--- src/rtl/lc3_reg_seq.sv ---
// rtl/lc3_reg_seq.sv - LC-3 operate-instruction sequencer: RF reads, ALU handshake, write-back, NZP
module lc3_reg_seq #(
    parameter int RD_LAT = 1
) (
    input  logic        clk,
    input  logic        rst_n,
    input  logic        instr_valid,
    output logic        instr_ready,
    input  logic [15:0] instr,
    output logic [2:0]  rf_out_reg,
    input  logic [15:0] rf_outdata,
    output logic        rf_write_en,
    output logic [2:0]  rf_write_reg,
    output logic [15:0] rf_indata,
    output logic        op_valid,
    input  logic        op_ready,
    output logic [1:0]  op_code,
    output logic [15:0] op_a,
    output logic [15:0] op_b,
    input  logic        res_valid,
    output logic        res_ready,
    input  logic [15:0] res_data,
    output logic [2:0]  nzp,
    output logic        illegal,
    output logic        busy
);

    localparam logic [2:0] S_IDLE  = 3'd0;
    localparam logic [2:0] S_RD1   = 3'd1;
    localparam logic [2:0] S_RD2   = 3'd2;
    localparam logic [2:0] S_ISSUE = 3'd3;
    localparam logic [2:0] S_WAIT  = 3'd4;
    localparam logic [2:0] S_WB    = 3'd5;

    localparam logic [1:0] OP_ADD = 2'b00;
    localparam logic [1:0] OP_AND = 2'b01;
    localparam logic [1:0] OP_NOT = 2'b10;

    // Read window is RD_LAT+1 cycles; the capture happens when cnt reaches RD_LAT.
    localparam logic [1:0] CNT_LAST = 2'(RD_LAT);

    logic [2:0]  state_q, state_d;
    logic [1:0]  cnt_q, cnt_d;
    logic [2:0]  dr_q, dr_d;
    logic [2:0]  sr2_q, sr2_d;
    logic        imm_q, imm_d;
    logic [4:0]  imm5_q, imm5_d;
    logic [2:0]  rf_out_reg_q, rf_out_reg_d;
    logic        rf_write_en_q, rf_write_en_d;
    logic [2:0]  rf_write_reg_q, rf_write_reg_d;
    logic [15:0] rf_indata_q, rf_indata_d;
    logic        op_valid_q, op_valid_d;
    logic [1:0]  op_code_q, op_code_d;
    logic [15:0] op_a_q, op_a_d;
    logic [15:0] op_b_q, op_b_d;
    logic        res_ready_q, res_ready_d;
    logic [2:0]  nzp_q, nzp_d;
    logic        illegal_q, illegal_d;

    always_comb begin
        state_d        = state_q;
        cnt_d          = cnt_q;
        dr_d           = dr_q;
        sr2_d          = sr2_q;
        imm_d          = imm_q;
        imm5_d         = imm5_q;
        rf_out_reg_d   = rf_out_reg_q;
        rf_write_en_d  = 1'b0;
        rf_write_reg_d = rf_write_reg_q;
        rf_indata_d    = rf_indata_q;
        op_valid_d     = op_valid_q;
        op_code_d      = op_code_q;
        op_a_d         = op_a_q;
        op_b_d         = op_b_q;
        res_ready_d    = res_ready_q;
        nzp_d          = nzp_q;
        illegal_d      = 1'b0;

        case (state_q)
            S_IDLE: begin
                if (instr_valid) begin
                    if (instr[15:12] == 4'b0001 || instr[15:12] == 4'b0101 ||
                        instr[15:12] == 4'b1001) begin
                        dr_d         = instr[11:9];
                        sr2_d        = instr[2:0];
                        imm_d        = instr[5];
                        imm5_d       = instr[4:0];
                        rf_out_reg_d = instr[8:6];
                        cnt_d        = 2'd0;
                        state_d      = S_RD1;
                        case (instr[15:12])
                            4'b0001: op_code_d = OP_ADD;
                            4'b0101: op_code_d = OP_AND;
                            default: op_code_d = OP_NOT;
                        endcase
                    end else begin
                        illegal_d = 1'b1;
                    end
                end
            end
            S_RD1: begin
                if (cnt_q == CNT_LAST) begin
                    op_a_d = rf_outdata;
                    cnt_d  = 2'd0;
                    if (op_code_q == OP_NOT) begin
                        op_b_d     = 16'h0000;
                        op_valid_d = 1'b1;
                        state_d    = S_ISSUE;
                    end else if (imm_q) begin
                        op_b_d     = {{11{imm5_q[4]}}, imm5_q};
                        op_valid_d = 1'b1;
                        state_d    = S_ISSUE;
                    end else begin
                        rf_out_reg_d = sr2_q;
                        state_d      = S_RD2;
                    end
                end else begin
                    cnt_d = cnt_q + 2'd1;
                end
            end
            S_RD2: begin
                if (cnt_q == CNT_LAST) begin
                    op_b_d     = rf_outdata;
                    cnt_d      = 2'd0;
                    op_valid_d = 1'b1;
                    state_d    = S_ISSUE;
                end else begin
                    cnt_d = cnt_q + 2'd1;
                end
            end
            S_ISSUE: begin
                if (op_ready) begin
                    op_valid_d  = 1'b0;
                    res_ready_d = 1'b1;
                    state_d     = S_WAIT;
                end
            end
            S_WAIT: begin
                if (res_valid) begin
                    res_ready_d    = 1'b0;
                    rf_indata_d    = res_data;
                    rf_write_reg_d = dr_q;
                    rf_write_en_d  = 1'b1;
                    state_d        = S_WB;
                end
            end
            S_WB: begin
                if (rf_indata_q[15])
                    nzp_d = 3'b100;
                else if (rf_indata_q == 16'h0000)
                    nzp_d = 3'b010;
                else
                    nzp_d = 3'b001;
                state_d = S_IDLE;
            end
            default: state_d = S_IDLE;
        endcase
    end

    always_ff @(posedge clk or negedge rst_n) begin
        if (!rst_n) begin
            state_q        <= S_IDLE;
            cnt_q          <= 2'd0;
            dr_q           <= 3'd0;
            sr2_q          <= 3'd0;
            imm_q          <= 1'b0;
            imm5_q         <= 5'd0;
            rf_out_reg_q   <= 3'd0;
            rf_write_en_q  <= 1'b0;
            rf_write_reg_q <= 3'd0;
            rf_indata_q    <= 16'h0000;
            op_valid_q     <= 1'b0;
            op_code_q      <= 2'b00;
            op_a_q         <= 16'h0000;
            op_b_q         <= 16'h0000;
            res_ready_q    <= 1'b0;
            nzp_q          <= 3'b010;
            illegal_q      <= 1'b0;
        end else begin
            state_q        <= state_d;
            cnt_q          <= cnt_d;
            dr_q           <= dr_d;
            sr2_q          <= sr2_d;
            imm_q          <= imm_d;
            imm5_q         <= imm5_d;
            rf_out_reg_q   <= rf_out_reg_d;
            rf_write_en_q  <= rf_write_en_d;
            rf_write_reg_q <= rf_write_reg_d;
            rf_indata_q    <= rf_indata_d;
            op_valid_q     <= op_valid_d;
            op_code_q      <= op_code_d;
            op_a_q         <= op_a_d;
            op_b_q         <= op_b_d;
            res_ready_q    <= res_ready_d;
            nzp_q          <= nzp_d;
            illegal_q      <= illegal_d;
        end
    end

    assign instr_ready  = (state_q == S_IDLE);
    assign busy         = (state_q != S_IDLE);
    assign rf_out_reg   = rf_out_reg_q;
    assign rf_write_en  = rf_write_en_q;
    assign rf_write_reg = rf_write_reg_q;
    assign rf_indata    = rf_indata_q;
    assign op_valid     = op_valid_q;
    assign op_code      = op_code_q;
    assign op_a         = op_a_q;
    assign op_b         = op_b_q;
    assign res_ready    = res_ready_q;
    assign nzp          = nzp_q;
    assign illegal      = illegal_q;

endmodule
--- config.mk ---
export PLATFORM = sky130hd
export DESIGN_NAME = lc3_reg_seq
export DESIGN_NICKNAME = d
export VERILOG_FILES = /design/src/rtl/lc3_reg_seq.sv
export SDC_FILE = /design/constraint.sdc
export NUM_CORES = 1
export LEC_CHECK = 0
export ABC_AREA = 0
export BUFFER_PORTS_ARGS = -buffer_cell sky130_fd_sc_hd__buf_4
export CAP_MARGIN = 10
export CORE_ASPECT_RATIO = 2
export CORE_MARGIN = 3
export CORE_UTILIZATION = 49
export DETAILED_ROUTE_END_ITERATION = 6
export GPL_ROUTABILITY_DRIVEN = 0
export PLACE_DENSITY = 0.79
export SYNTH_ARGS = -nofsm -noshare
export SYNTH_HDL_FRONTEND = slang
export SYNTH_SLANG_ARGS = --single-unit
--- constraint.sdc ---
create_clock -name clk -period 2.54 [get_ports clk]
set_clock_uncertainty 0.15 [all_clocks]
set_input_delay 0.254 -clock clk [delete_from_list [all_inputs] [get_ports clk]]
set_output_delay 0.254 -clock clk [all_outputs]
set_load 0.02 [all_outputs]
==> results_dict.tcl, run 1 <==
set metrics [dict create \
    synth_cell_type_count 33 \
    portBuffers 117 \
    cp_num_buf_inv 1 \
    synth-edff-count 0 \
    synth_ff_type "dfrtp_1" \
    syn2layout_area_growth_pct 42.33 \
    clock_latency_ns 0.32 \
    grt_usage_pct 20.63 \
    dpl_cell_area_sq_um 4230 \
    cts_sinks 77 \
    synth_largest_area_cell "dfrtp_1" \
    drt-initial-drc-count 78 \
    dpl.hpwl_microns 5481 \
    slowest_stage "dfrtp_1" \
    die_area_sq_um 7696 \
    crit_arrival_ns 2.08 \
    ys_async_sr_fraction_pct 100.0 \
    rsz0062_at_grt "no" \
    p_leak_nw 2.208 \
    synth.avg_cell_area_sq_um 12.98 \
    start_util_pct 51.02 \
    hold_class "primary input to flop" \
    hold_viol 0 \
    drc 0 \
    synth_fp_nets 303 \
    tns_ns 0 \
    die_w_microns 63.55 \
    clkTransAtPathRegs_ns 0.05 \
    critPathCapture "op_b[12]$_DFFE_PN0P_" \
    grt_antenna_before_repair 0 \
    rrSetupSlack_ns 0.56 \
    root_buffer "clkbuf_16" \
    power_density_nw_per_um2 1355 \
    synthesis.area_sq_um 3246 \
    critical_path.cell_chain "nor3b_2, nor2_2, a211oi_4, buf_4, mux2i_1" \
    yosysWarnings 0 \
    cp-startpoint "state_q[1]$_DFFE_PN0P_" \
    layout.nets 439 \
    end_kind "flop" \
    core_sq_um 6361 \
    finalSetupViolCount 0 \
    grt_max_degree 78 \
    grt_overflow 0 \
    worstMarginPinSlew_ns 0.9509 \
    cp_data_required_time_ns 2.64 \
    drt_wl_total_microns 7501 \
    drive_gt1_share_pct 51.03 \
    rows 41 \
    cts_buffers 9 \
    synth_top_cell_area_share_pct 58.60 \
    n_fill_cell 497 \
    maxSlewViolCount 0 \
    layout_worst_path_cycle_share_pct 77.86 \
    vias 2411 \
    critical_path.top_delay_family "flip-flops" \
    synth_seq_cells 77 \
    ys_top_cells_by_area "dfrtp_1 (59%), mux2_2 (19%), mux2i_1 (3.7%), a21oi_1 (2.3%), nand2_1 (2.0%)" \
    post-place-cells 450 \
    grt_pass1_vias 2500 \
    r2r_cells 5 \
    final_cells 476 \
    dr.pass1.iters 4 \
    start_kind "flop" \
    ant_nets 0 \
    synth_cells 250 \
    ios 118 \
    cts_tree "yes" \
    die_h_microns 121.1 \
    htreeDepth 3 \
    fmax_mhz 505.7 \
    n_antenna_cell 0 \
    viasPerCell 5.065 \
    path_depth 5 \
    cp_slowest_stage_delay_ns 0.56 \
    timing.slew.headroom_pct 36.60 \
    worstPathMaxFanout 10 \
    clk_path_buf_depth 2 \
    grt_pass1_wl_microns 12030 \
    postLayoutCellArea_sq_um 4619 \
    critPathKind "flop to flop" \
    ys_seq_area_share_pct 59.41 \
    outcome "finished, final reports clean" \
    crit-reg2reg-capture "op_b[12]$_DFFE_PN0P_" \
    peakVddDrop_mv 0.6939 \
    rr_startpoint "state_q[1]$_DFFE_PN0P_" \
    fin_crit_ns 1.978 \
    routedWlPerCell_microns 15.76 \
    drv_cap 0 \
]
==> kinds of logic after synthesis <==
logic type      after synthesis  share of synthesized area [%]
compound gates               34                          6.322
simple gates                 47                          7.980
buf+inv                      25                          3.508
mux                          67                          22.78
flops                        77                          59.41
==> worst min-delay path by stage <==
| stage | from | end | slack, ns | depth (start not counted) |
|---|---|---|---|---|
| finish | instr[11] | dr_q[2]$_DFFE_PN0P_ | 0.01 | 2 |
| global route | instr[9] | dr_q[0]$_DFFE_PN0P_ | 0.008 | 2 |
| CTS | instr[11] | dr_q[2]$_DFFE_PN0P_ | 0.0001 | 2 |
| detailed placement | rst_n | op_a[7]$_DFFE_PN0P_ | 0.31 | 1 |
| global placement | rst_n | op_a[12]$_DFFE_PN0P_ | 0.30 | 1 |
| floorplan | rst_n | cnt_q[0]$_DFFE_PN0P_ | -0.19 | 0 |
==> worst reg2reg max path: cells and delay by family (launching register included) <==
family | cells | cell delay [ns]
compound gates | 1 | 0.37
buf+inv | 1 | 0.25
flops | 1 | 0.56
mux | 1 | 0.20
simple gates | 2 | 0.37
==> placed cells by master, fill, tap and decap left out, types with 2 or more instances in the layout <==
cell type	count
buf_4	125
dfrtp_1	76
mux2_2	55
nand2_1	17
a21oi_1	15
inv_1	14
mux2i_1	12
dlygate4sd3_1	11
o21ai_0	10
clkbuf_16	9
nor2_1	6
nor2b_1	4
nor4_1	4
nand3_1	3
clkbuf_8	3
and3_1	2
nand4_1	2
nand2b_1	2
a31oi_1	2
a22oi_1	2
clkbuf_1	2
==> through the flow <==
step / util [%] / hold WS [ns] / total power, mW / worst slack, ns
5_1_grt: 72.62 / 0.008149 / 6.635 / 0.3779
3_3_place_gp: 66.50 / 0.3036 / 5.028 / 0.6249
2_1_floorplan: - / -0.1916 / 3.948 / 0.3566
3_5_place_dp: 66.50 / 0.3136 / 5.127 / 0.5535
4_1_cts: 72.62 / 0.0001439 / 6.331 / 0.5511
6_report: 72.62 / 0.01171 / 6.260 / 0.5625
==> synth_stat cells, drive strengths merged (4+ instances only) <==
cell,number
nor2b,4
inv,14
nor4,4
nor2,7
dfrtp,76
mux2,55
a21oi,15
buf,4
o21ai,10
mux2i,12
nand2,17
clkbuf,7
==> metal layers <==
layer  vias up  global-route usage (%)  wire, microns
li1       1143                       -              -
met1      1176                   21.26           2697
met2        71                   36.67           4151
met3        21                   4.356            333
met4         0                   13.67            318
met5         -                       0              0
==> layout make-up <==
| class | instances | area, sq um | area share (%) |
|---|---|---|---|
| clock buffers | 14 | 274.0 | 5.932 |
| clock inverters | 1 | 5.005 | 0.1083 |
| inverters | 14 | 52.55 | 1.138 |
| multi-input cells | 148 | 1204 | 26.06 |
| flip-flops and latches | 77 | 1928 | 41.74 |
| well taps | 86 | 107.6 | 2.329 |
| repair buffers | 136 | 1049 | 22.70 |
==> power by group <==
part           leakage, nW  switching, mW  internal (mW)  total (mW)
sequential           0.943          0.404           1.79        2.19
combinational         1.13           1.47           1.42        2.89
clock                0.139          0.439          0.734        1.17
==> what timing repair did <==
item / 4_1_cts / 5_1_grt
hold buffers: 11 / 0
gates resized for setup: 0 / 0
buffers inserted: 0 / 0
hold endpoints to repair: 86 / 0
(Power assumes the default switching activity.)
==> run 2, diff against run 1 <==
Clock period 2.54 ns to 1.95 ns, I/O delays scaled along.
==> results_dict.tcl, run 2 (synthesis results as in run 1) <==
set metrics [dict create \
    core_sq_um 6361 \
    grt-busiest-layer "met2" \
    grt_usage_pct 24.95 \
    crit_arrival_ns 1.93 \
    post-place-ws_ns 0.07061 \
    cts_sinks 77 \
    critical_path.cell_chain "nor3b_4, buf_4, a211oi_4, buf_12, mux2_2" \
    fmax_mhz 536.4 \
    met1_usage_pct 24.48 \
    syn2layout_area_growth_pct 57.32 \
    htreeDepth 3 \
    dpl_cell_area_sq_um 4340 \
    grt_overflow 0 \
    rsz0062_at_grt "no" \
    post-place-cells 457 \
    drc 0 \
    postLayoutCellArea_sq_um 5106 \
    layout.nets 480 \
    cts_setup_buffers 0 \
    n_antenna_cell 0 \
    routedWlPerCell_microns 17.28 \
    viasPerCell 5.039 \
    drt-initial-drc-count 161 \
    ios 118 \
    vias 2610 \
    cp_data_required_time_ns 2.01 \
    worst_slack_ns 0.08555 \
    p_leak_nw 2.402 \
    timing.slew.headroom_pct 71.90 \
    die_w_microns 63.55 \
    grtUsageMet3_pct 5.839 \
    dpl.hpwl_microns 6007 \
    grt_max_degree 57 \
    critPathKind "flop to flop" \
    drv_cap 0 \
    outcome "finished, final reports clean" \
    die_h_microns 121.1 \
    grt_pass1_vias 2888 \
    clkTransAtPathRegs_ns 0.06 \
    clk_path_buf_depth 2 \
    drt_wl_total_microns 8953 \
    worstPathMaxFanout 9 \
    cts_tree "yes" \
    timing.hold.ws_ns 0.01590 \
    grt_pass1_wl_microns 14410 \
    portBuffers 117 \
    clock_latency_ns 0.33 \
    grt_antenna_before_repair 0 \
    end_kind "flop" \
    root_buffer "clkbuf_16" \
    use_met2_pct 47.35 \
    rows 41 \
    drive_gt1_share_pct 49.54 \
    slowest_stage "dfrtp_2" \
    power_density_nw_per_um2 1697 \
    layout_commonest_cell "buf_4" \
    peakVddDrop_mv 1.134 \
    hold_class "primary input to flop" \
    dr.pass1.iters 4 \
    finalSetupViolCount 0 \
    power.total_mw 8.666 \
    fin_crit_ns 1.864 \
    layout_worst_path_cycle_share_pct 95.61 \
    hold_viol 0 \
    worstMarginPinSlew_ns 0.4176 \
    maxSlewViolCount 0 \
    start_util_pct 51.02 \
    ant_nets 0 \
    start_kind "flop" \
    die_area_sq_um 7696 \
    final_cells 518 \
    cp_slowest_stage_delay_ns 0.46 \
    cts_buffers 9 \
    final_cell_mix "buf_4 (128), dfrtp_1 (73), mux2_2 (53)" \
]
-- run 2: changes by cell type in the layout (fill, tap and decap cells not counted), moves of 3 or more --
cell / change
dlygate4sd3_1: +34
buf_12: +3
buf_4: +3
clkinvlp_4: +3
dfrtp_1: -3
dfrtp_2: +3
-- run 2: layout make-up --
class                           count  area, sq um
Sequential cell                    77         1932
Fill cell                         413         1255
Inverter                           14        52.55
Tap cell                           86        107.6
Clock inverter                      6        62.56
Timing Repair Buffer              177         1483
Clock buffer                       10        239.0
Multi-Input combinational cell    148         1230
-- run 2: worst paths after layout --
kind	end	cells past startpoint	start	slack, ns
worst max-delay path	op_b[1]$_DFFE_PN0P_	5	state_q[0]$_DFFE_PN0P_	0.09
worst min-delay path	op_code[1]$_DFFE_PN0P_	3	instr[15]	0.02
worst max register to register	op_b[1]$_DFFE_PN0P_	5	state_q[0]$_DFFE_PN0P_	0.09
worst min register to register	op_valid$_DFFE_PN0P_	1	op_valid$_DFFE_PN0P_	0.33
max in group asynchronous	nzp[1]$_DFFE_PN1N_	3	rst_n	0.90
min in group asynchronous	op_a[1]$_DFFE_PN0P_	2	rst_n	0.15
-- run 2: metrics by stage --
stage	util (%)	setup TNS, ns
final	80.27	0
after global routing	80.27	0
after CTS	80.06	0
after detailed placement	68.23	0
after global placement	68.23	0
after floorplan	-	-0.5424
-- run 2: metal layers --
layer,share of wire [%],up-vias
met5,0,-
met4,2.9,0
met3,4.2,20
met2,60,88
met1,33,1280
li1,-,1222
-- run 2: repair_timing --
action,in CTS,in global routing
endpoints found under the setup margin,0,8
endpoints found under the hold margin,120,0
resized for setup,0,5
hold buffers,45,0
-- run 2: report_power, final --
part	switching, mW	internal, mW	total, mW
Clock	0.616	1.02	1.63
Sequential	0.550	2.34	2.89
Combinational	2.08	2.06	4.14
-- run 2: critical path: cells and delay by family, from the launching register on --
family	cells	cell delay, ns
flip-flops	1	0.46
buffers and inverters	2	0.34
multiplexers	1	0.33
AO/OA/AOI/OAI	1	0.28
AND/OR/NAND/NOR	1	0.18
==> run 3, diff against run 2 <==
Settings changed: PLACE_DENSITY 0.79 to unset, PLACE_DENSITY_LB_ADDON set to 0.2, TNS_END_PERCENT set to 50.
==> results_dict.tcl, run 3 (synthesis results as in run 1) <==
set metrics [dict create \
    dr.pass1.iters 6 \
    portBuffers 117 \
    grt_pass1_wl_microns 14430 \
    dpl_cell_area_sq_um 4343 \
    worst_slack_ns 0.05639 \
    die_h_microns 121.1 \
    post-place-ws_ns 0.08275 \
    critical_path.cell_chain "buf_4, nor3_4, buf_4, nand2_1, a21oi_1, dlygate4sd3_1" \
    timing.slew.headroom_pct 68.29 \
    ant_nets 0 \
    finalSetupViolCount 0 \
    power_density_nw_per_um2 1687 \
    clk_path_buf_depth 2 \
    rrSetupSlack_ns 0.06 \
    routedWlPerCell_microns 17.33 \
    grt_pass1_vias 2899 \
    routed.top_layer "met4" \
    critPathKind "flop to flop" \
    cp_slowest_stage_delay_ns 0.57 \
    cp_data_required_time_ns 2.06 \
    r2r_cells 6 \
    die_area_sq_um 7696 \
    root_buffer "clkbuf_16" \
    start_kind "flop" \
    outcome "finished, final reports clean" \
    htreeDepth 3 \
    p_leak_nw 2.426 \
    start_util_pct 51.02 \
    peakVddDrop_mv 1.081 \
    layout_worst_path_cycle_share_pct 97.11 \
    critPathCapture "illegal$_DFF_PN0_" \
    fmax_mhz 528.1 \
    dr_wl_met3_microns 473 \
    core_sq_um 6361 \
    drc 0 \
    path_common_cell "buf_4" \
    die_w_microns 63.55 \
    dpl.hpwl_microns 5903 \
    cts_tree "yes" \
    hold_class "primary input to flop" \
    power.total_mw 8.632 \
    hold_viol 0 \
    clock_latency_ns 0.33 \
    crit_arrival_ns 2.01 \
    clkTransAtPathRegs_ns 0.06 \
    worstHoldStart "res_valid" \
    grt_max_degree 35 \
    rr_startpoint "state_q[0]$_DFFE_PN0P_" \
    grt_antenna_before_repair 0 \
    cts_sinks 77 \
    cts_buffers 9 \
    maxSlewViolCount 0 \
    layout.nets 484 \
    slowest_stage "dlygate4sd3_1" \
    end_kind "flop" \
    timing.hold.ws_ns 0.03031 \
    syn2layout_area_growth_pct 57.63 \
    cp-startpoint "state_q[0]$_DFFE_PN0P_" \
    grt_usage_pct 24.98 \
    n_fill_cell 398 \
    drt-initial-drc-count 131 \
    post-place-cells 459 \
    grt_overflow 0 \
    drt_wl_total_microns 9010 \
    viasPerCell 5.050 \
    vias 2626 \
    final_cells 520 \
    rows 41 \
    n_antenna_cell 0 \
    final_cell_mix "buf_4 (131), dfrtp_1 (76), mux2_2 (53)" \
    worstPathMaxFanout 7 \
    drv_cap 0 \
    drive_gt1_share_pct 48.39 \
    layout_commonest_cell "buf_4" \
    crit-reg2reg-capture "illegal$_DFF_PN0_" \
    wl_met2_microns 5191 \
    worstMarginPinSlew_ns 0.4712 \
    ios 118 \
    postLayoutCellArea_sq_um 5116 \
    rsz0062_at_grt "yes" \
    fin_crit_ns 1.894 \
    met1_length_microns 3173 \
]
run 3: final cells by class:
type,instances,area (sq um),area share [%]
repair buffers,181,1515,29.62
clock buffers,12,246.5,4.818
clock inverters,2,35.03,0.6848
flip-flops and latches,77,1928,37.69
well taps,86,107.6,2.103
multi-input cells,148,1231,24.06
inverters,14,52.55,1.027
run 3: routing by layer:
layer	vias to the layer above	GRT usage (%)
li1	1228	-
met3	12	6.395
met5	-	0
met2	98	47.68
met1	1288	25.70
met4	0	8.254
run 3: through the flow:
step | TNS (ns) | utilization, %
floorplan | -0.5424 | -
global placement | 0 | 68.27
detailed placement | 0 | 68.27
CTS | 0 | 79.94
global route | -0.04931 | 80.43
finish | 0 | 80.43
run 3: critical path, delay by kind of cell, from the launching register on:
kind / cells / cell delay [ns]
AND/OR/NAND/NOR: 2 / 0.24
AO/OA/AOI/OAI: 1 / 0.12
flip-flops: 1 / 0.41
buffers and inverters: 3 / 0.91
run 3: worst min path at each step:
stage                                     to  cells after the start
floorplan               cnt_q[0]$_DFFE_PN0P_                      0
global placement    rf_indata[1]$_DFFE_PN0P_                      1
detailed placement  rf_indata[1]$_DFFE_PN0P_                      1
CTS                    res_ready$_DFFE_PN0P_                      4
global route           res_ready$_DFFE_PN0P_                      4
finish                 res_ready$_DFFE_PN0P_                      4
run 3: what timing repair did:
action                                  4_1_cts  5_1_grt
gates resized for setup                       0        2
buffers inserted                              0        1
hold buffers                                 46        0
endpoints found under the hold margin       102        0
endpoints found under the setup margin        0       17
run 3: report_power, final:
group | switching [mW] | internal (mW)
Combinational | 2.10 | 2.10
Sequential | 0.520 | 2.33
Clock | 0.569 | 1.01
